### src/rtl/multicycle_control_unit.sv
// Multi-cycle RV32I sequencer: FETCH -> DECODE -> EXECUTE -> MEM -> WB with
// ready-handshaked memory, a bounded-wait watchdog and a sticky trap state.
module multicycle_control_unit #(
    parameter int unsigned TIMEOUT_CYCLES = 16,
    parameter int unsigned CNT_W          = 5
) (
    input  logic       clk,
    input  logic       rst_n,
    input  logic [6:0] opcode,
    input  logic [2:0] funct3,
    input  logic       branch_taken,
    input  logic       mem_ready,
    output logic       mem_req,
    output logic       mem_we,
    output logic       mem_addr_sel,
    output logic       ir_write,
    output logic       reg_write,
    output logic [1:0] wb_sel,
    output logic [1:0] alu_op,
    output logic       alu_src_imm,
    output logic       pc_write,
    output logic [1:0] pc_src,
    output logic       retired,
    output logic       trap,
    output logic [1:0] trap_cause
);

    typedef enum logic [2:0] {
        S_FETCH, S_DECODE, S_EXECUTE, S_MEM, S_WB, S_TRAP
    } state_t;

    typedef enum logic [3:0] {
        C_R, C_I, C_LOAD, C_STORE, C_BRANCH, C_JAL, C_JALR, C_LUI, C_AUIPC
    } iclass_t;

    state_t           state_q, state_d;
    iclass_t          cls_q, cls_d;
    logic [CNT_W-1:0] wd_q, wd_d;
    logic             trap_q, trap_d;
    logic [1:0]       cause_q, cause_d;

    iclass_t          dec_cls;
    logic [1:0]       dec_cause;
    logic             req_phase;
    logic             wd_expired;

    assign req_phase  = (state_q == S_FETCH) || (state_q == S_MEM);
    assign wd_expired = req_phase && !mem_ready
                        && (wd_q == CNT_W'(TIMEOUT_CYCLES - 1));

    always_comb begin
        dec_cls   = C_R;
        dec_cause = 2'd0;
        case (opcode)
            7'b0110011: dec_cls = C_R;
            7'b0010011: dec_cls = C_I;
            7'b0000011: begin
                dec_cls = C_LOAD;
                if (funct3 == 3'd3 || funct3 == 3'd6 || funct3 == 3'd7)
                    dec_cause = 2'd1;
            end
            7'b0100011: begin
                dec_cls = C_STORE;
                if (funct3 > 3'd2)
                    dec_cause = 2'd1;
            end
            7'b1100011: dec_cls = C_BRANCH;
            7'b1101111: dec_cls = C_JAL;
            7'b1100111: dec_cls = C_JALR;
            7'b0110111: dec_cls = C_LUI;
            7'b0010111: dec_cls = C_AUIPC;
            7'b1110011: dec_cause = 2'd3;
            default:    dec_cause = 2'd1;
        endcase
    end

    always_comb begin
        state_d = state_q;
        cls_d   = cls_q;
        trap_d  = trap_q;
        cause_d = cause_q;
        case (state_q)
            S_FETCH: begin
                if (mem_ready) begin
                    state_d = S_DECODE;
                end else if (wd_expired) begin
                    state_d = S_TRAP;
                    trap_d  = 1'b1;
                    cause_d = 2'd2;
                end
            end
            S_DECODE: begin
                if (dec_cause != 2'd0) begin
                    state_d = S_TRAP;
                    trap_d  = 1'b1;
                    cause_d = dec_cause;
                end else begin
                    state_d = S_EXECUTE;
                    cls_d   = dec_cls;
                end
            end
            S_EXECUTE: begin
                if (cls_q == C_BRANCH)
                    state_d = S_FETCH;
                else if (cls_q == C_LOAD || cls_q == C_STORE)
                    state_d = S_MEM;
                else
                    state_d = S_WB;
            end
            S_MEM: begin
                if (mem_ready) begin
                    state_d = (cls_q == C_STORE) ? S_FETCH : S_WB;
                end else if (wd_expired) begin
                    state_d = S_TRAP;
                    trap_d  = 1'b1;
                    cause_d = 2'd2;
                end
            end
            S_WB:    state_d = S_FETCH;
            S_TRAP:  state_d = S_TRAP;
            default: state_d = S_TRAP;
        endcase

        // Watchdog only runs while a request is stalled inside one state.
        if (state_d != state_q || mem_ready || !req_phase)
            wd_d = '0;
        else
            wd_d = wd_q + CNT_W'(1);
    end

    always_ff @(posedge clk or negedge rst_n) begin
        if (!rst_n) begin
            state_q <= S_FETCH;
            cls_q   <= C_R;
            wd_q    <= '0;
            trap_q  <= 1'b0;
            cause_q <= 2'd0;
        end else begin
            state_q <= state_d;
            cls_q   <= cls_d;
            wd_q    <= wd_d;
            trap_q  <= trap_d;
            cause_q <= cause_d;
        end
    end

    // Gated by rst_n so an asserted reset drops the bus request immediately.
    always_comb begin
        mem_req      = 1'b0;
        mem_we       = 1'b0;
        mem_addr_sel = 1'b0;
        ir_write     = 1'b0;
        reg_write    = 1'b0;
        wb_sel       = 2'd0;
        alu_op       = 2'd0;
        alu_src_imm  = 1'b0;
        pc_write     = 1'b0;
        pc_src       = 2'd0;
        retired      = 1'b0;
        if (rst_n) begin
            case (state_q)
                S_FETCH: begin
                    mem_req  = 1'b1;
                    ir_write = mem_ready;
                end
                S_EXECUTE: begin
                    case (cls_q)
                        C_R: alu_op = 2'd2;
                        C_I: begin
                            alu_op      = 2'd2;
                            alu_src_imm = 1'b1;
                        end
                        C_LOAD, C_STORE, C_AUIPC, C_JALR: begin
                            alu_op      = 2'd0;
                            alu_src_imm = 1'b1;
                        end
                        C_BRANCH: begin
                            alu_op   = 2'd1;
                            pc_write = 1'b1;
                            retired  = 1'b1;
                            pc_src   = branch_taken ? 2'd1 : 2'd0;
                        end
                        C_LUI: begin
                            alu_op      = 2'd3;
                            alu_src_imm = 1'b1;
                        end
                        default: ;
                    endcase
                end
                S_MEM: begin
                    mem_req      = 1'b1;
                    mem_addr_sel = 1'b1;
                    mem_we       = (cls_q == C_STORE);
                    if (cls_q == C_STORE && mem_ready) begin
                        pc_write = 1'b1;
                        retired  = 1'b1;
                    end
                end
                S_WB: begin
                    reg_write = 1'b1;
                    pc_write  = 1'b1;
                    retired   = 1'b1;
                    case (cls_q)
                        C_LOAD: wb_sel = 2'd1;
                        C_JAL: begin
                            wb_sel = 2'd2;
                            pc_src = 2'd1;
                        end
                        C_JALR: begin
                            wb_sel = 2'd2;
                            pc_src = 2'd2;
                        end
                        default: ;
                    endcase
                end
                default: ;
            endcase
        end
    end

    assign trap       = trap_q;
    assign trap_cause = cause_q;

endmodule

### config.mk
export PLATFORM = sky130hd
export DESIGN_NAME = multicycle_control_unit
export DESIGN_NICKNAME = d
export VERILOG_FILES = /design/src/rtl/multicycle_control_unit.sv
export SDC_FILE = /design/constraint.sdc
export NUM_CORES = 1
export LEC_CHECK = 0
export BUFFER_PORTS_ARGS = -buffer_cell sky130_fd_sc_hd__buf_2
export CORE_MARGIN = 1
export CORE_UTILIZATION = 49
export CTS_BUF_LIST = sky130_fd_sc_hd__clkbuf_4 sky130_fd_sc_hd__clkbuf_8
export CTS_CLUSTER_DIAMETER = 50
export DETAILED_ROUTE_END_ITERATION = 12
export PLACE_DENSITY_LB_ADDON = 0.1
export SLEW_MARGIN = 25
export SYNTH_ARGS = -nofsm -noshare
export SYNTH_HDL_FRONTEND = slang
export SYNTH_SLANG_ARGS = --single-unit
export TNS_END_PERCENT = 100
### constraint.sdc
create_clock -name clk -period 1.75 [get_ports clk]
set_input_delay 0.35 -clock clk [delete_from_list [all_inputs] [get_ports clk]]
set_output_delay 0.35 -clock clk [all_outputs]
set_load 0.02 [all_outputs]
Word-level counts from Yosys, hierarchy flattened. Cells that the tools add are included.

Reduce and logical (&&, ||, !) cells: 22. Equality and inequality tests: 30. Magnitude comparators: 1. Multiplexer cells: 49. $add $sub $neg: 1. Bitwise operators: 1.

Operator list (count): 4-bit case mux with 8 select lines (1); 7-bit equality test (second input constant) (4); 1-bit 2-to-1 mux (23); 7-bit by 6-bit equality test with 1-bit output (second input constant) (3); 3-bit 2-to-1 mux (7); 4-bit by 3-bit equality test with 1-bit output (second input constant) (4); 2-bit 2-to-1 mux (8); 2-bit case mux with 2 select lines (4); 3-bit case mux with 5 select lines (1); 7-bit by 5-bit equality test with 1-bit output (second input constant) (2); 3-bit by 2-bit equality test with 1-bit output (second input constant) (3); 3-bit equality test (second input constant) (3); 4-bit by 2-bit equality test with 1-bit output (second input constant) (2); 2-bit case mux with 4 select lines (1); 7-bit by 2-bit equality test with 1-bit output (second input constant) (1); 7-bit OR reduction (1); 1-bit logical OR (6); 2-bit case mux with 3 select lines (1); 2-bit OR reduction (3); 6-bit OR reduction (1); 5-bit by 1-bit adder with 5-bit output (second input constant) (1); 5-bit by 4-bit equality test with 1-bit output (second input constant) (1); 5-bit 2-to-1 mux (1); 4-bit by 1-bit equality test with 1-bit output (second input constant) (1); other kinds (16) (21).

Bits of input ports: 14. Bits in registers: 15.

Depth between registers and ports, before layout.
Depth after elaboration: 12. Gate-level depth with buffers: 8. Mapped depth without buffers: 8.

Worst setup path after synthesis. No wires, ideal clock.

Path kind: register -> output. Start: register state_q[1]. End: output port retired. Path slack: -0.276 ns. Path buffers: 1. Required time: 1.400 ns. Data arrival time: 1.676 ns. Cell stages (with the launch flop): 7. Cell sequence: dfrtp_1 -> nor2b_1 -> and3_1 -> and3_1 -> a21oi_1 -> nand2_1 -> buf_4.

Cells in the longest elaborated chain, start to end: 3. Elaborated cells between the ends (all ways): 5.

Ends and longest elaborated chain: from (decl) (RTL line 36) `state_t state_q, state_d;`; from (signal assigned) (RTL line 139) `state_q <= state_d;`; 3-bit equality test / 3-bit by 2-bit equality test with 1-bit output (equally long branches); 1-bit case mux with 3 select lines (*); 1-bit 2-to-1 mux (*); to (decl) (RTL line 23) `output logic retired,`.

Every way passes the cells marked *; elsewhere a longest branch is shown, timed or not.

Worst setup path in the final report.
Start: register cls_q[3]. End: output port retired.

Cells in the longest elaborated chain, start to end: 5. Elaborated cells between the ends (all ways): 7.

Ends and longest elaborated chain: from (decl) (RTL line 37) `iclass_t cls_q, cls_d;`; from (signal assigned) (RTL line 140) `cls_q <= cls_d;`; 4-bit by 2-bit equality test with 1-bit output (RTL line 194) `if (cls_q == C_STORE && mem_ready) begin`; 1-bit logical AND (RTL line 194); 1-bit 2-to-1 mux (RTL line 194); 1-bit case mux with 3 select lines (*) (RTL line 161) `case (state_q)`; 1-bit 2-to-1 mux (*) (RTL line 160) `if (rst_n) begin`.

Marks and branches as above.

==> impl_metrics.py <==
metrics = {
    "cts": {
        "cts_tree": "built",
        "clkLatencyLatePin_ps": 300,
        "cts_buffers": 3,
        "cts.clk_slew.worst_paths_ps": 110,
        "cts.sinks": 15,
        "clock_path_buffers": 2,
        "htree_levels": 1,
        "cts-root-buf": "clkbuf_4",
    },
    "power_and_ir_drop": {
        "irDropWorstVdd_v": 0.000460,
        "total_power_mw": 0.676,
        "p_per_area_nw_per_um2": 359,
        "power.static_leakage_nw": 0.809,
    },
    "setup_path": {
        "cp.arrival_ps": 1590,
        "end_kind": "primary output",
        "r2r_end": "state_q[0]",
        "worstRegToRegCells": 8,
        "timing.rr.start": "wd_q[0]",
        "critPathMaxFanout": 7,
        "critical_path_class": "reg -> out",
        "start_kind": "flop",
        "reg2reg_slack_ps": -130,
        "cp.required_ps": 1400,
    },
    "floorplanning": {
        "initial_core_util_pct": 52.0,
        "die_w_um": 50.7,
        "io_pins": 31,
        "die_area_um2": 2570,
        "core-area_um2": 2230,
        "die_height_um": 50.7,
        "row_count": 17,
    },
    "timing": {
        "slew_viol_final": 0,
        "rsz0062_at_grt": "yes",
        "fin_tns_setup_ps": -1740,
        "period_minus_slack_ps": 1940,
        "tightest_slew_ps": 380,
        "hold_viol": 0,
        "fmax_mhz": 515,
        "worst_slack_ps": -192,
        "setup_viol": 13,
        "hold_ws_ps": 19.5,
        "relSlewSlack_pct": 74.3,
        "finClkSkew_ps": 12.9,
        "post-route-period-util_pct": 111,
    },
    "yosys": {
        "syn_nets": 155,
        "avgSynthCellArea_um2": 8.36,
        "synthDistinctLibCells": 42,
        "synth_area_um2": 1160,
        "ys_seq_area_share_pct": 32.3,
        "yosys_warnings": 0,
        "syn_inst": 139,
        "synth_seq_cells": 15,
    },
    "finish": {
        "layout.cells.non_filler": 232,
        "drive_gt1_share_pct": 57.8,
        "mostFrequentLayoutCells": "buf_4, buf_2, o21ai_0",
        "fill_cells": 118,
        "syn2layout_area_growth_pct": 62.0,
        "layout_commonest_cell": "buf_4",
        "multi_input_area_um2": 915,
        "nets": 221,
        "final_area_um2": 1880,
        "fin_util_pct": 84.3,
        "seqCellArea_um2": 383,
        "antenna_cells": 0,
    },
    "global_routing": {
        "overflow": 0,
        "antenna_found_initial": 0,
        "grt_max_degree": 13,
        "grt_pass1_wl_um": 5420,
        "grtUsageTotal_pct": 27.8,
        "grt_pass1_vias": 1245,
    },
    "place": {
        "numPortBuffers": 30,
        "dp_slack_ps": -63.7,
        "dp.cells": 209,
        "gp_congestion": 0.840,
        "place_area_um2": 1470,
        "hpwl_um": 2100,
    },
    "job": {
        "cap_violations": 0,
    },
    "routing": {
        "dr.pass1.iters": 4,
        "vias": 1356,
        "drt_iter0_drc": 43,
        "ant_nets": 0,
        "drt-total-wl_um": 3960,
        "wl_per_cell_um": 17.1,
        "routed_via_density": 5.84,
        "drcViolationCount": 0,
    },
    "hold_path": {
        "hold_path_class": "in -> async",
    },
    "outcome": {
        "violations": "setup timing",
        "status": "complete, but fails checks",
    },
}
[report_power, final]
group,leakage (nW),internal (mW),switching [mW]
Clock,0.0139,0.0873,0.132
Combinational,0.617,0.0490,0.0568
Sequential,0.177,0.349,0.00159
Total,0.809,0.485,0.191
[cell type report]
type,count,share of cell area (%)
inverters,5,0.997
repair buffers,69,26.6
multi-input cells,111,48.6
clock buffers,3,1.20
clock inverters,1,0.399
flip-flops and latches,15,20.3
well taps,28,1.86
[timing repair]
| item | CTS | global route |
|---|---|---|
| buffers inserted | 8 | 10 |
| endpoints found under the setup margin | 12 | 24 |
| pin swaps | 9 | 10 |
| resized for setup | 34 | 30 |
| endpoints found under the hold margin | 4 | 0 |
| hold buffers | 1 | 0 |
[cell usage after synthesis (all sizes together)]
library cell  number  area (µm²)
nor4               1        6.26
and4b              1        11.3
a22oi              1        7.51
and2               1        6.26
or2b               1        7.51
clkbuf             4        15.0
or3                3        23.8
a31oi              2        12.5
o21a               1        7.51
inv                5        18.8
buf                4        35.0
xnor2              1        8.76
mux2i              1        10.0
mux2               1        15.0
nor2b              5        31.3
o41ai              3        26.3
nor3               5        25.0
a211o              1        10.0
nand2              9        33.8
nor3b              4        30.0
a221oi             1        8.76
nand4bb            1        27.5
nand3b             1        7.51
ha                 2        25.0
dfrtp             15         375
a21oi              5        25.0
nor2              14        52.6
nand2b             7        43.8
nand4              2        12.5
nor4b              1        8.76
o31ai              4        30.0
nor4bb             1        10.0
o221ai             1        8.76
a211oi             1        20.0
o21ai             14        73.8
xor2               2        17.5
nand3              6        30.0
and3               7        43.8
[critical path: stages (launching register included)]
cell     delay (ps)
dfrtp_2         470
nor2_1          190
and2_1          180
and3_4          200
a21oi_2          60
nand2_2          90
buf_6           120
[kinds of logic after synthesis]
logic type | after synthesis | share of synthesized area, %
and+or+nand+nor | 70 | 35.4
buffers and inverters | 13 | 5.92
DFF | 15 | 32.3
xor gates and xnor gates | 3 | 2.26
adders and majority gates | 2 | 2.15
AOI/OAI and AO/OA | 34 | 19.8
muxes | 2 | 2.15
[how the worst max path moves through the flow]
stage,startpoint,to,cells after the start,slack (ps)
floorplan,state_q[1],retired,6,-170
global placement,opcode[6],trap_cause[1],5,-20
detailed placement,opcode[5],cls_q[1],6,-60
CTS,state_q[0],pc_src[0],6,-130
global route,cls_q[3],pc_write,6,-330
finish,cls_q[3],retired,6,-190
[registers in the layout (all words and copies together), names as in the netlist]
register,flops
cls_q,4
wd_q,5
trap,1
trap_cause,2
state_q,3
[layer usage]
metal / global-route usage [%] / vias to the layer above / share of wire [%]
met4: 5.56 / 0 / 3.1
met2: 49.8 / 65 / 49
met3: 3.94 / 16 / 6.1
li1: - / 640 / -
met5: 0 / - / 0
met1: 35.2 / 635 / 41
(Power assumes the default switching activity.)
